[src/rtl/mem_wb_stage_pkg.sv]
// mem_wb_stage_pkg: shared load-size encodings, default widths and pipeline-latch control fields
package mem_wb_stage_pkg;
  localparam int DEF_DATA_LENGTH = 32;
  localparam int DEF_ADDR_LENGTH = 5;
  localparam int DEF_CNT_WIDTH   = 32;
  localparam logic [1:0] LS_BYTE = 2'b00;
  localparam logic [1:0] LS_HALF = 2'b01;
  localparam logic [1:0] LS_WORD = 2'b11;
  typedef struct packed {
    logic       valid;
    logic       reg_write;
    logic       mem_to_reg;
    logic       link;
    logic       halt;
    logic       load_unsigned;
    logic [1:0] load_size;
    logic [1:0] byte_off;
  } ctrl_t;
  localparam ctrl_t CTRL_BUBBLE = '0;
endpackage

[src/rtl/mem_wb_stage_if.sv]
// mem_wb_stage_if: MEM-stage payload handed to the MEM/WB latch
// master: MEM stage (drives); slave: mem_wb_stage (samples)
interface mem_wb_stage_if #(
  parameter int DATA_LENGTH = 32,
  parameter int ADDR_LENGTH = 5
);
  logic                   valid;
  logic                   reg_write;
  logic                   mem_to_reg;
  logic                   link;
  logic                   halt;
  logic [1:0]             load_size;
  logic                   load_unsigned;
  logic [1:0]             byte_off;
  logic [DATA_LENGTH-1:0] alu_result;
  logic [DATA_LENGTH-1:0] mem_rdata;
  logic [DATA_LENGTH-1:0] pc_plus8;
  logic [ADDR_LENGTH-1:0] rd;
  modport master (output valid, reg_write, mem_to_reg, link, halt, load_size, load_unsigned,
                  byte_off, alu_result, mem_rdata, pc_plus8, rd);
  modport slave (input valid, reg_write, mem_to_reg, link, halt, load_size, load_unsigned,
                 byte_off, alu_result, mem_rdata, pc_plus8, rd);
endinterface

[src/rtl/mem_wb_stage_extender.sv]
// load_extender: picks the little-endian byte/half lane of a load word and sign/zero-extends it
// in: rdata, size (LS_*), uns (zero-extend), off (address[1:0]); out: data
module load_extender import mem_wb_stage_pkg::*; #(
  parameter int DATA_LENGTH = DEF_DATA_LENGTH
) (
  input  logic [DATA_LENGTH-1:0] rdata,
  input  logic [1:0]             size,
  input  logic                   uns,
  input  logic [1:0]             off,
  output logic [DATA_LENGTH-1:0] data
);
  logic [7:0]  b;
  logic [15:0] h;
  assign b = rdata[{off, 3'b000} +: 8];
  assign h = off[1] ? rdata[31:16] : rdata[15:0];
  assign data = size == LS_BYTE ? {{(DATA_LENGTH-8){~uns & b[7]}}, b} :
                size == LS_HALF ? {{(DATA_LENGTH-16){~uns & h[15]}}, h} : rdata;
endmodule

[src/rtl/mem_wb_stage.sv]
// mem_wb_stage: MEM/WB pipeline register, write-back mux, retired counter and sticky HALT
// in: i_clk, i_rst (sync, high), i_enable (advance), i_flush (bubble), m (MEM payload)
// out: o_wb_en/o_wb_reg/o_wb_data (register bank port), o_halt, o_retired
module mem_wb_stage import mem_wb_stage_pkg::*; #(
  parameter int DATA_LENGTH = DEF_DATA_LENGTH,
  parameter int ADDR_LENGTH = DEF_ADDR_LENGTH,
  parameter int CNT_WIDTH   = DEF_CNT_WIDTH
) (
  input  logic                   i_clk,
  input  logic                   i_rst,
  input  logic                   i_enable,
  input  logic                   i_flush,
  mem_wb_stage_if.slave          m,
  output logic                   o_wb_en,
  output logic [ADDR_LENGTH-1:0] o_wb_reg,
  output logic [DATA_LENGTH-1:0] o_wb_data,
  output logic                   o_halt,
  output logic [CNT_WIDTH-1:0]   o_retired
);
  ctrl_t                  ctrl;
  logic [DATA_LENGTH-1:0] alu_q, rdata_q, pc8_q, ld_data;
  logic [ADDR_LENGTH-1:0] rd_q;
  logic                   halt_seen, blocked, take;
  assign halt_seen = ctrl.valid & ctrl.halt;
  // A HALT sitting in the stage already blocks the next capture, so nothing younger retires
  // in the cycle before o_halt becomes visible.
  assign blocked = o_halt | halt_seen;
  assign take = ~i_flush & ~blocked & i_enable;
  always_ff @(posedge i_clk) begin
    if (i_rst) begin
      ctrl      <= CTRL_BUBBLE;
      alu_q     <= '0;
      rdata_q   <= '0;
      pc8_q     <= '0;
      rd_q      <= '0;
      o_halt    <= 1'b0;
      o_retired <= '0;
    end else begin
      if (i_flush | blocked) begin
        ctrl    <= CTRL_BUBBLE;
        alu_q   <= '0;
        rdata_q <= '0;
        pc8_q   <= '0;
        rd_q    <= '0;
      end else if (i_enable) begin
        ctrl    <= '{valid: m.valid, reg_write: m.reg_write, mem_to_reg: m.mem_to_reg,
                     link: m.link, halt: m.halt, load_unsigned: m.load_unsigned,
                     load_size: m.load_size, byte_off: m.byte_off};
        alu_q   <= m.alu_result;
        rdata_q <= m.mem_rdata;
        pc8_q   <= m.pc_plus8;
        rd_q    <= m.rd;
      end
      if (halt_seen) o_halt <= 1'b1;
      if (take & m.valid & ~&o_retired) o_retired <= o_retired + CNT_WIDTH'(1);
    end
  end
  load_extender #(.DATA_LENGTH(DATA_LENGTH)) u_ext (
    .rdata(rdata_q),
    .size (ctrl.load_size),
    .uns  (ctrl.load_unsigned),
    .off  (ctrl.byte_off),
    .data (ld_data)
  );
  assign o_wb_en   = ctrl.valid & ctrl.reg_write & ~ctrl.halt & (rd_q != '0);
  assign o_wb_reg  = rd_q;
  assign o_wb_data = ctrl.link ? pc8_q : ctrl.mem_to_reg ? ld_data : alu_q;
endmodule

[src/flat_wrapper.sv]
// flat-port wrapper written by rule: the top's interface ports become plain ports
module mem_wb_stage_flat import mem_wb_stage_pkg::*;
#(
  parameter int DATA_LENGTH = DEF_DATA_LENGTH,
  parameter int ADDR_LENGTH = DEF_ADDR_LENGTH,
  parameter int CNT_WIDTH   = DEF_CNT_WIDTH
)
  (i_clk, i_rst, i_enable, i_flush, o_wb_en, o_wb_reg, o_wb_data, o_halt, o_retired, m_valid, m_reg_write, m_mem_to_reg, m_link, m_halt, m_load_size, m_load_unsigned, m_byte_off, m_alu_result, m_mem_rdata, m_pc_plus8, m_rd);
  mem_wb_stage_if #(.DATA_LENGTH(DATA_LENGTH), .ADDR_LENGTH(ADDR_LENGTH)) m_i ();
  input  logic i_clk;
  input  logic i_rst;
  input  logic i_enable;
  input  logic i_flush;
  output logic o_wb_en;
  output logic [ADDR_LENGTH-1:0] o_wb_reg;
  output logic [DATA_LENGTH-1:0] o_wb_data;
  output logic o_halt;
  output logic [CNT_WIDTH-1:0] o_retired;
  input wire logic [$bits(m_i.valid)-1:0] m_valid;
  input wire logic [$bits(m_i.reg_write)-1:0] m_reg_write;
  input wire logic [$bits(m_i.mem_to_reg)-1:0] m_mem_to_reg;
  input wire logic [$bits(m_i.link)-1:0] m_link;
  input wire logic [$bits(m_i.halt)-1:0] m_halt;
  input wire logic [$bits(m_i.load_size)-1:0] m_load_size;
  input wire logic [$bits(m_i.load_unsigned)-1:0] m_load_unsigned;
  input wire logic [$bits(m_i.byte_off)-1:0] m_byte_off;
  input wire logic [$bits(m_i.alu_result)-1:0] m_alu_result;
  input wire logic [$bits(m_i.mem_rdata)-1:0] m_mem_rdata;
  input wire logic [$bits(m_i.pc_plus8)-1:0] m_pc_plus8;
  input wire logic [$bits(m_i.rd)-1:0] m_rd;
  assign m_i.valid = m_valid;
  assign m_i.reg_write = m_reg_write;
  assign m_i.mem_to_reg = m_mem_to_reg;
  assign m_i.link = m_link;
  assign m_i.halt = m_halt;
  assign m_i.load_size = m_load_size;
  assign m_i.load_unsigned = m_load_unsigned;
  assign m_i.byte_off = m_byte_off;
  assign m_i.alu_result = m_alu_result;
  assign m_i.mem_rdata = m_mem_rdata;
  assign m_i.pc_plus8 = m_pc_plus8;
  assign m_i.rd = m_rd;
  mem_wb_stage #(.DATA_LENGTH(DATA_LENGTH), .ADDR_LENGTH(ADDR_LENGTH), .CNT_WIDTH(CNT_WIDTH)) u_core (.i_clk(i_clk), .i_rst(i_rst), .i_enable(i_enable), .i_flush(i_flush), .m(m_i), .o_wb_en(o_wb_en), .o_wb_reg(o_wb_reg), .o_wb_data(o_wb_data), .o_halt(o_halt), .o_retired(o_retired));
endmodule
[config.mk]
export PLATFORM = sky130hd
export DESIGN_NAME = mem_wb_stage_flat
export DESIGN_NICKNAME = d
export VERILOG_FILES = /design/src/rtl/mem_wb_stage_pkg.sv /design/src/rtl/mem_wb_stage_if.sv /design/src/rtl/mem_wb_stage_extender.sv /design/src/rtl/mem_wb_stage.sv /design/src/flat_wrapper.sv
export SDC_FILE = /design/constraint.sdc
export NUM_CORES = 1
export LEC_CHECK = 0
export BUFFER_PORTS_ARGS = -buffer_cell sky130_fd_sc_hd__buf_4
export CAP_MARGIN = 30
export CORE_ASPECT_RATIO = 1.75
export CORE_MARGIN = 2
export CORE_UTILIZATION = 44
export DETAILED_ROUTE_END_ITERATION = 7
export PLACE_DENSITY = 0.76
export SETUP_SLACK_MARGIN = 0.3
export SLEW_MARGIN = 30
export SYNTH_ARGS = -nofsm -noshare
export SYNTH_HDL_FRONTEND = slang
export SYNTH_SLANG_ARGS = --single-unit
[constraint.sdc]
create_clock -name i_clk -period 2.4 [get_ports i_clk]
set_input_delay 0.48 -clock i_clk [delete_from_list [all_inputs] [get_ports i_clk]]
set_output_delay 0.48 -clock i_clk [all_outputs]
set_load 0.005 [all_outputs]
==> impl_metrics.yaml, run 1 <==
run_status:
  status: "finished, violations left"
  violations: "setup timing"
final_layout:
  final_cells: 1135
  final_area_mm2: 0.009219
  nNetsFinal: 1054
  drive_gt1_share_pct: 35.54
  n_fill_cell: 1227
  area_delta_synth_final_pct: 39.44
critical_path:
  cp.arrival_ns: 2.11
  critical_path.endpoint_type: "output port"
  reg2reg_depth: 6
  crit_chain: "mux4_2 > a21oi_4 > o31a_1 > buf_6 > a21oi_1 > buf_4"
  critPathMaxFanout: 16
  timing.rr.start: "u_core.o_retired[24]"
  crit_buf_inv: 2
  critPathSlowestCell: "mux4_2"
  cp_top_family: "multiplexers"
  crit_start: "u_core.ctrl[0]"
  required_ns: 1.92
  crit_type: "flop to output port"
  worst-path-stages: 6
  cp_slowest_stage_delay_ns: 0.55
  cp-start-kind: "flop"
timing:
  timing.final.hold_violations: 0
  relSlewSlack_pct: 44.07
  timing.fmax_mhz: 385.4
  period_needed_ns: 2.595
  rsz0062_at_grt: "true"
  fin_crit_sh_pct: 108.1
  fin_tns_setup_ns: -4.484
  skew_ns: 0.007819
  finalWorstSetupSlack_ns: -0.1947
  tightest_slew_ns: 0.8390
  slew_viol_final: 0
  setup_violations: 31
cts:
  cts_tree: "done"
  htree_levels: 4
  clkTransAtPathRegs_ns: 0.07
  cts_hold_buf: 0
  ctsRootBufferMaster: "clkbuf_16"
  cts.sinks: 144
  numCtsBuffers: 17
  clockBufferDepth: 2
  clock_latency_ns: 0.42
drt:
  wl_per_cell_um: 17.81
  final_antenna_net_count: 0
  drc: 0
  drt-initial-drc-count: 258
  vias: 6316
  dr.pass1.iters: 6
  totalWireLength_um: 20220
  viasPerCell: 5.565
min_path:
  min_from: "m_alu_result[20]"
  hold_class: "input port to flop"
  hold_depth: 3
place:
  post-place-ws_ns: 0.07190
  portBuffers: 185
  dpl_cell_area_mm2: 0.008302
  gp_congestion: 0.9011
  dpl.cell_count: 1078
  post-dp-hpwl_um: 14270
logic_synthesis:
  synthCells: 727
  ys_ff_latch: 144
  synth_area_mm2: 0.006611
  ys_seq_area_share_pct: 43.60
  ys_warn_count: 0
  syn_area_per_cell_um2: 9.094
  syn_nets: 843
  synth_cell_types: 46
power_and_ir_drop:
  p_per_area_mw_per_mm2: 619.6
  ir_drop_v: 0.0004751
  p_leak_uw: 0.004044
  finalPower_uw: 5712
global_route:
  grt_overflow: 0
  grt_usage_pct: 24.13
  grt_pass1_wl_um: 31080
  antenna_found_initial: 1
  grt_max_degree: 112
  grt_pass1_vias: 6166
floorplanning:
  die_h_um: 166.2
  core_area_mm2: 0.01476
  dieArea_mm2: 0.01606
  io_pins: 186
  die_w_um: 96.66
  start_util_pct: 44.78
  num_rows: 59
flow_run:
  drv_cap: 0
## worst paths after layout
| check | endpoint | slack, ns |
|---|---|---|
| worst max-delay path | o_wb_data[31] | -0.19 |
| worst min-delay path | u_core.alu_q[20] | 0.30 |
| worst max register to register | u_core.o_retired[11] | 0.30 |
| worst min register to register | u_core.o_retired[2] | 0.48 |
## cells in the final DEF (no fill, tap or decap), types with 18 or more instances in the layout
cell | netlist | routed
mux2i_1 | 127 | 127
buf_4 | 0 | 226
dfxtp_1 | 144 | 122
nand2_1 | 50 | 49
nor2_1 | 135 | 132
dfxtp_2 | 0 | 18
a21oi_1 | 60 | 54
or3_1 | 22 | 21
o22ai_1 | 23 | 23
o21ai_1 | 14 | 20
## logic make-up after synthesis
group	count (synthesis)	share of synthesized area, %
AO/OA/AOI/OAI	122	10.52
XOR/XNOR	3	0.3975
AND/OR/NAND/NOR	258	18.04
multiplexers	145	23.71
flip-flops	144	43.60
adder cells (fa/ha/maj)	1	0.1892
buffers and inverters	54	3.539
## per-layer routing
| metal | global-route usage, % | vias up | share of wire (%) |
|---|---|---|---|
| met5 | 0 | - | 0 |
| met4 | 15.37 | 0 | 6.2 |
| met3 | 5.808 | 64 | 5.8 |
| met2 | 43.81 | 224 | 53 |
| met1 | 24.25 | 3014 | 35 |
| li1 | - | 3014 | - |
## power by group
group	leakage, uW	internal, uW	switching, uW
combinational	0.00258	360	299
sequential	0.00118	2450	49.8
clock	0.000280	1380	1170
total	0.00404	4190	1520
## what timing repair did
item                       in CTS  in global routing
setup endpoints to repair      45                 57
cloned                          1                  1
pin swaps                       6                 15
resized for setup              26                 38
setup buffers                  10                 12
## worst register-to-register path, stage by stage, from the launching register on
cell     delay (ns)
dfxtp_4        0.36
nand4_1        0.19
or4_4          0.58
o31ai_4        0.33
buf_4          0.17
nor4_1         0.06
mux2_4         0.30
## cell type report
cell class / instances / area, um2 / share of cell area, %
Clock inverter: 15 / 143.9 / 1.561
Antenna cell: 1 / 2.502 / 0.02714
Multi-Input combinational cell: 529 / 3572 / 38.75
Inverter: 4 / 15.01 / 0.1629
Tap cell: 183 / 229.0 / 2.484
Clock buffer: 17 / 425.4 / 4.615
Timing Repair Buffer: 242 / 1911 / 20.72
Sequential cell: 144 / 2920 / 31.68
## metrics by stage
step	hold slack (ns)	utilization (%)
floorplan	0.4532	-
global placement	0.4725	56.23
detailed placement	0.4794	56.23
CTS	0.2803	61.08
global route	0.2867	62.44
finish	0.2963	62.44
## Yosys cell counts, drive strengths merged
cell / n / area [um2]
dfxtp: 144 / 2883
nor2: 135 / 506.7
mux2i: 127 / 1271
a21oi: 61 / 309.1
nand2: 50 / 187.7
clkbuf: 31 / 116.4
o21ai: 27 / 135.1
o22ai: 23 / 143.9
or3: 22 / 137.6
buf: 19 / 102.6
nand4: 12 / 81.33
mux2: 10 / 116.4
nand3: 10 / 50.05
mux4: 8 / 180.2
or4: 8 / 63.81
o31ai: 7 / 66.31
nor3: 6 / 40.04
inv: 3 / 11.26
nor4: 3 / 33.78
or2: 3 / 18.77
xor2: 3 / 26.28
and3: 2 / 12.51
nor2b: 2 / 12.51
a41oi: 1 / 8.760
and2: 1 / 6.260
clkinv: 1 / 3.750
ha: 1 / 12.51
nand2b: 1 / 6.260
nand3b: 1 / 7.510
nor3b: 1 / 18.77
o211ai: 1 / 7.510
o311ai: 1 / 16.27
o31a: 1 / 8.760
or3b: 1 / 8.760
(Power assumes the default switching activity.)
==> run 2, diff against run 1 <==
Clock period 2.4 ns to 2.1 ns, I/O delays scaled along.
==> run 2 against run 1 <==
- the run still ends with setup timing left
- cell count rose by 4.2%
- sequential share of layout area fell by 2.4 points
- total power rose by 15%
- critical path type unchanged
- largest power group unchanged
==> impl_metrics.yaml, run 2 (synthesis results as in run 1) <==
drt:
  final_antenna_net_count: 0
  drt-initial-drc-count: 333
  drc: 0
  dr.pass1.iters: 5
  viasPerCell: 5.580
  wl_per_cell_um: 19.80
  vias: 6601
  totalWireLength_um: 23420
floorplanning:
  core_area_mm2: 0.01476
  die_w_um: 96.66
  die_h_um: 166.2
  dieArea_mm2: 0.01606
  start_util_pct: 44.78
  io_pins: 186
  num_rows: 59
critical_path:
  timing.rr.start: "u_core.o_retired[30]"
  cp_slowest_stage_delay_ns: 0.55
  ff2ff_setup_slack_ns: 0.12
  crit_buf_inv: 3
  cp.arrival_ns: 2.13
  critPathMaxFanout: 6
  reg2reg_depth: 6
  cp_top_family: "multiplexers"
  crit_path_end: "o_wb_data[17]"
  critical_path.endpoint_type: "output port"
  required_ns: 1.68
  worst-path-stages: 7
  cp-start-kind: "flop"
  r2r_end: "u_core.o_retired[6]"
  crit_start: "u_core.ctrl[0]"
  critPathSlowestCell: "mux4_2"
  crit_chain: "mux4_2 > a21oi_4 > o31a_1 > buf_6 > buf_8 > a21oi_1 > buf_4"
  crit_type: "flop to output port"
cts:
  clock_latency_ns: 0.43
  cts.sinks: 144
  clockBufferDepth: 2
  numCtsBuffers: 17
  ctsRootBufferMaster: "clkbuf_16"
  cts_hold_buf: 0
  cts_tree: "done"
  htree_levels: 4
  clkTransAtPathRegs_ns: 0.07
final_layout:
  nNetsFinal: 1102
  final_cells: 1183
  layout_commonest_cell: "buf_4"
  drive_gt1_share_pct: 45.35
  area_delta_synth_final_pct: 51.36
  n_fill_cell: 1126
  layout_common_cells: "buf_4, nor2_1, mux2i_1"
global_route:
  grt_overflow: 0
  grt_pass1_wl_um: 35090
  grt_max_degree: 112
  grt_usage_pct: 27.59
  grt_pass1_vias: 6706
  antenna_found_initial: 1
timing:
  period_needed_ns: 2.546
  rsz0062_at_grt: "true"
  fin_crit_sh_pct: 121.3
  finalWorstSetupSlack_ns: -0.4464
  tightest_slew_ns: 0.8331
  timing.fmax_mhz: 392.7
  relSlewSlack_pct: 44.46
  fin_tns_setup_ns: -11.42
  slew_viol_final: 0
  timing.final.hold_violations: 0
  skew_ns: 0.01457
  setup_violations: 32
power_and_ir_drop:
  combPwrFrac_pct: 12.6
  swShare_pct: 26.63
  seq_power_share_pct: 43.3
  p_clk_share_pct: 44.0
  power.switching_uw: 1751
  p_per_area_mw_per_mm2: 656.9
  p_leak_uw: 0.004398
  ir_drop_v: 0.0005041
  p_int_uw: 4823
place:
  post-dp-hpwl_um: 15500
  portBuffers: 185
  dpl.cell_count: 1112
  gp_congestion: 0.8890
min_path:
  hold_class: "input port to flop"
  min_from: "m_alu_result[1]"
run_status:
  status: "finished, violations left"
  violations: "setup timing"
flow_run:
  drv_cap: 0
[run 2: cell types whose count changed in the layout (fill, tap and decap cells not counted), moves of 5 or more]
| cell | before | now |
|---|---|---|
| buf_4 | 226 | 259 |
| dfxtp_1 | 122 | 114 |
| dfxtp_2 | 18 | 25 |
| buf_6 | 11 | 21 |
| a21oi_2 | 6 | 28 |
| or3_4 | 1 | 6 |
| or3_1 | 21 | 16 |
| o21ai_0 | 7 | 1 |
| a21oi_1 | 54 | 32 |
| o21ai_1 | 20 | 14 |
| o21ai_2 | 0 | 12 |
[run 2: power by group through the flow]
| stage | clock, uW | sequential [uW] | combinational (uW) |
|---|---|---|---|
| 6_report | 2890 | 2850 | 831 |
| 5_1_grt | 3040 | 2850 | 885 |
| 4_1_cts | 2900 | 2850 | 810 |
| 3_5_place_dp | 0 | 2910 | 753 |
| 3_3_place_gp | 0 | 2910 | 745 |
| 2_1_floorplan | 0 | 2900 | 388 |
[run 2: cell type report]
class / instances / area [um2] / share of cell area (%)
Antenna cell: 1 / 2.502 / 0.02501
Clock buffer: 18 / 439.2 / 4.389
Clock inverter: 14 / 120.1 / 1.200
Inverter: 4 / 17.52 / 0.1750
Multi-Input combinational cell: 529 / 3897 / 38.95
Sequential cell: 144 / 2933 / 29.31
Tap cell: 183 / 229.0 / 2.288
Timing Repair Buffer: 290 / 2369 / 23.67
[run 2: worst reg2reg max path: cells and delay by family (launching register included)]
kind                   cells  cell delay (ns)
AO/OA/AOI/OAI              2             0.46
buffers and inverters      1             0.16
flip-flops                 1             0.33
AND/OR/NAND/NOR            3             0.91
[run 2: metal layers]
layer	up-vias	global-route usage, %	wire (um)
li1	3107	-	-
met1	3145	27.90	8133
met2	256	50.03	12470
met3	93	6.481	1251
met4	0	17.58	1566
met5	-	0	0
[run 2: repair_timing]
item	CTS	global route
resized for setup	92	49
buffers inserted	29	5
setup endpoints to repair	64	65
cloned	4	0
pin swaps	41	32
[run 2: worst min path at each step]
| stage | endpoint | slack, ns | cells after the start |
|---|---|---|---|
| 4_1_cts | u_core.ctrl[8] | 0.23 | 3 |
| 6_report | u_core.alu_q[1] | 0.23 | 3 |
| 3_3_place_gp | u_core.alu_q[31] | 0.47 | 2 |
| 3_5_place_dp | u_core.alu_q[2] | 0.48 | 2 |
| 2_1_floorplan | u_core.alu_q[31] | 0.45 | 2 |
| 5_1_grt | u_core.ctrl[5] | 0.22 | 3 |
[run 2: metrics by stage]
| step | utilization [%] | worst slack (ns) | hold slack (ns) | total power [uW] | instance area (um2) |
|---|---|---|---|---|---|
| 6_report | 67.78 | -0.4464 | 0.2320 | 6573 | 10010 |
| 5_1_grt | 67.78 | -0.5070 | 0.2175 | 6775 | 10010 |
| 4_1_cts | 66.32 | -0.4237 | 0.2254 | 6561 | 9792 |
| 3_5_place_dp | 58.64 | -0.002716 | 0.4790 | 3663 | 8658 |
| 3_3_place_gp | 58.64 | 0.01945 | 0.4677 | 3652 | 8658 |
| 2_1_floorplan | - | -0.06456 | 0.4532 | 3286 | 6726 |
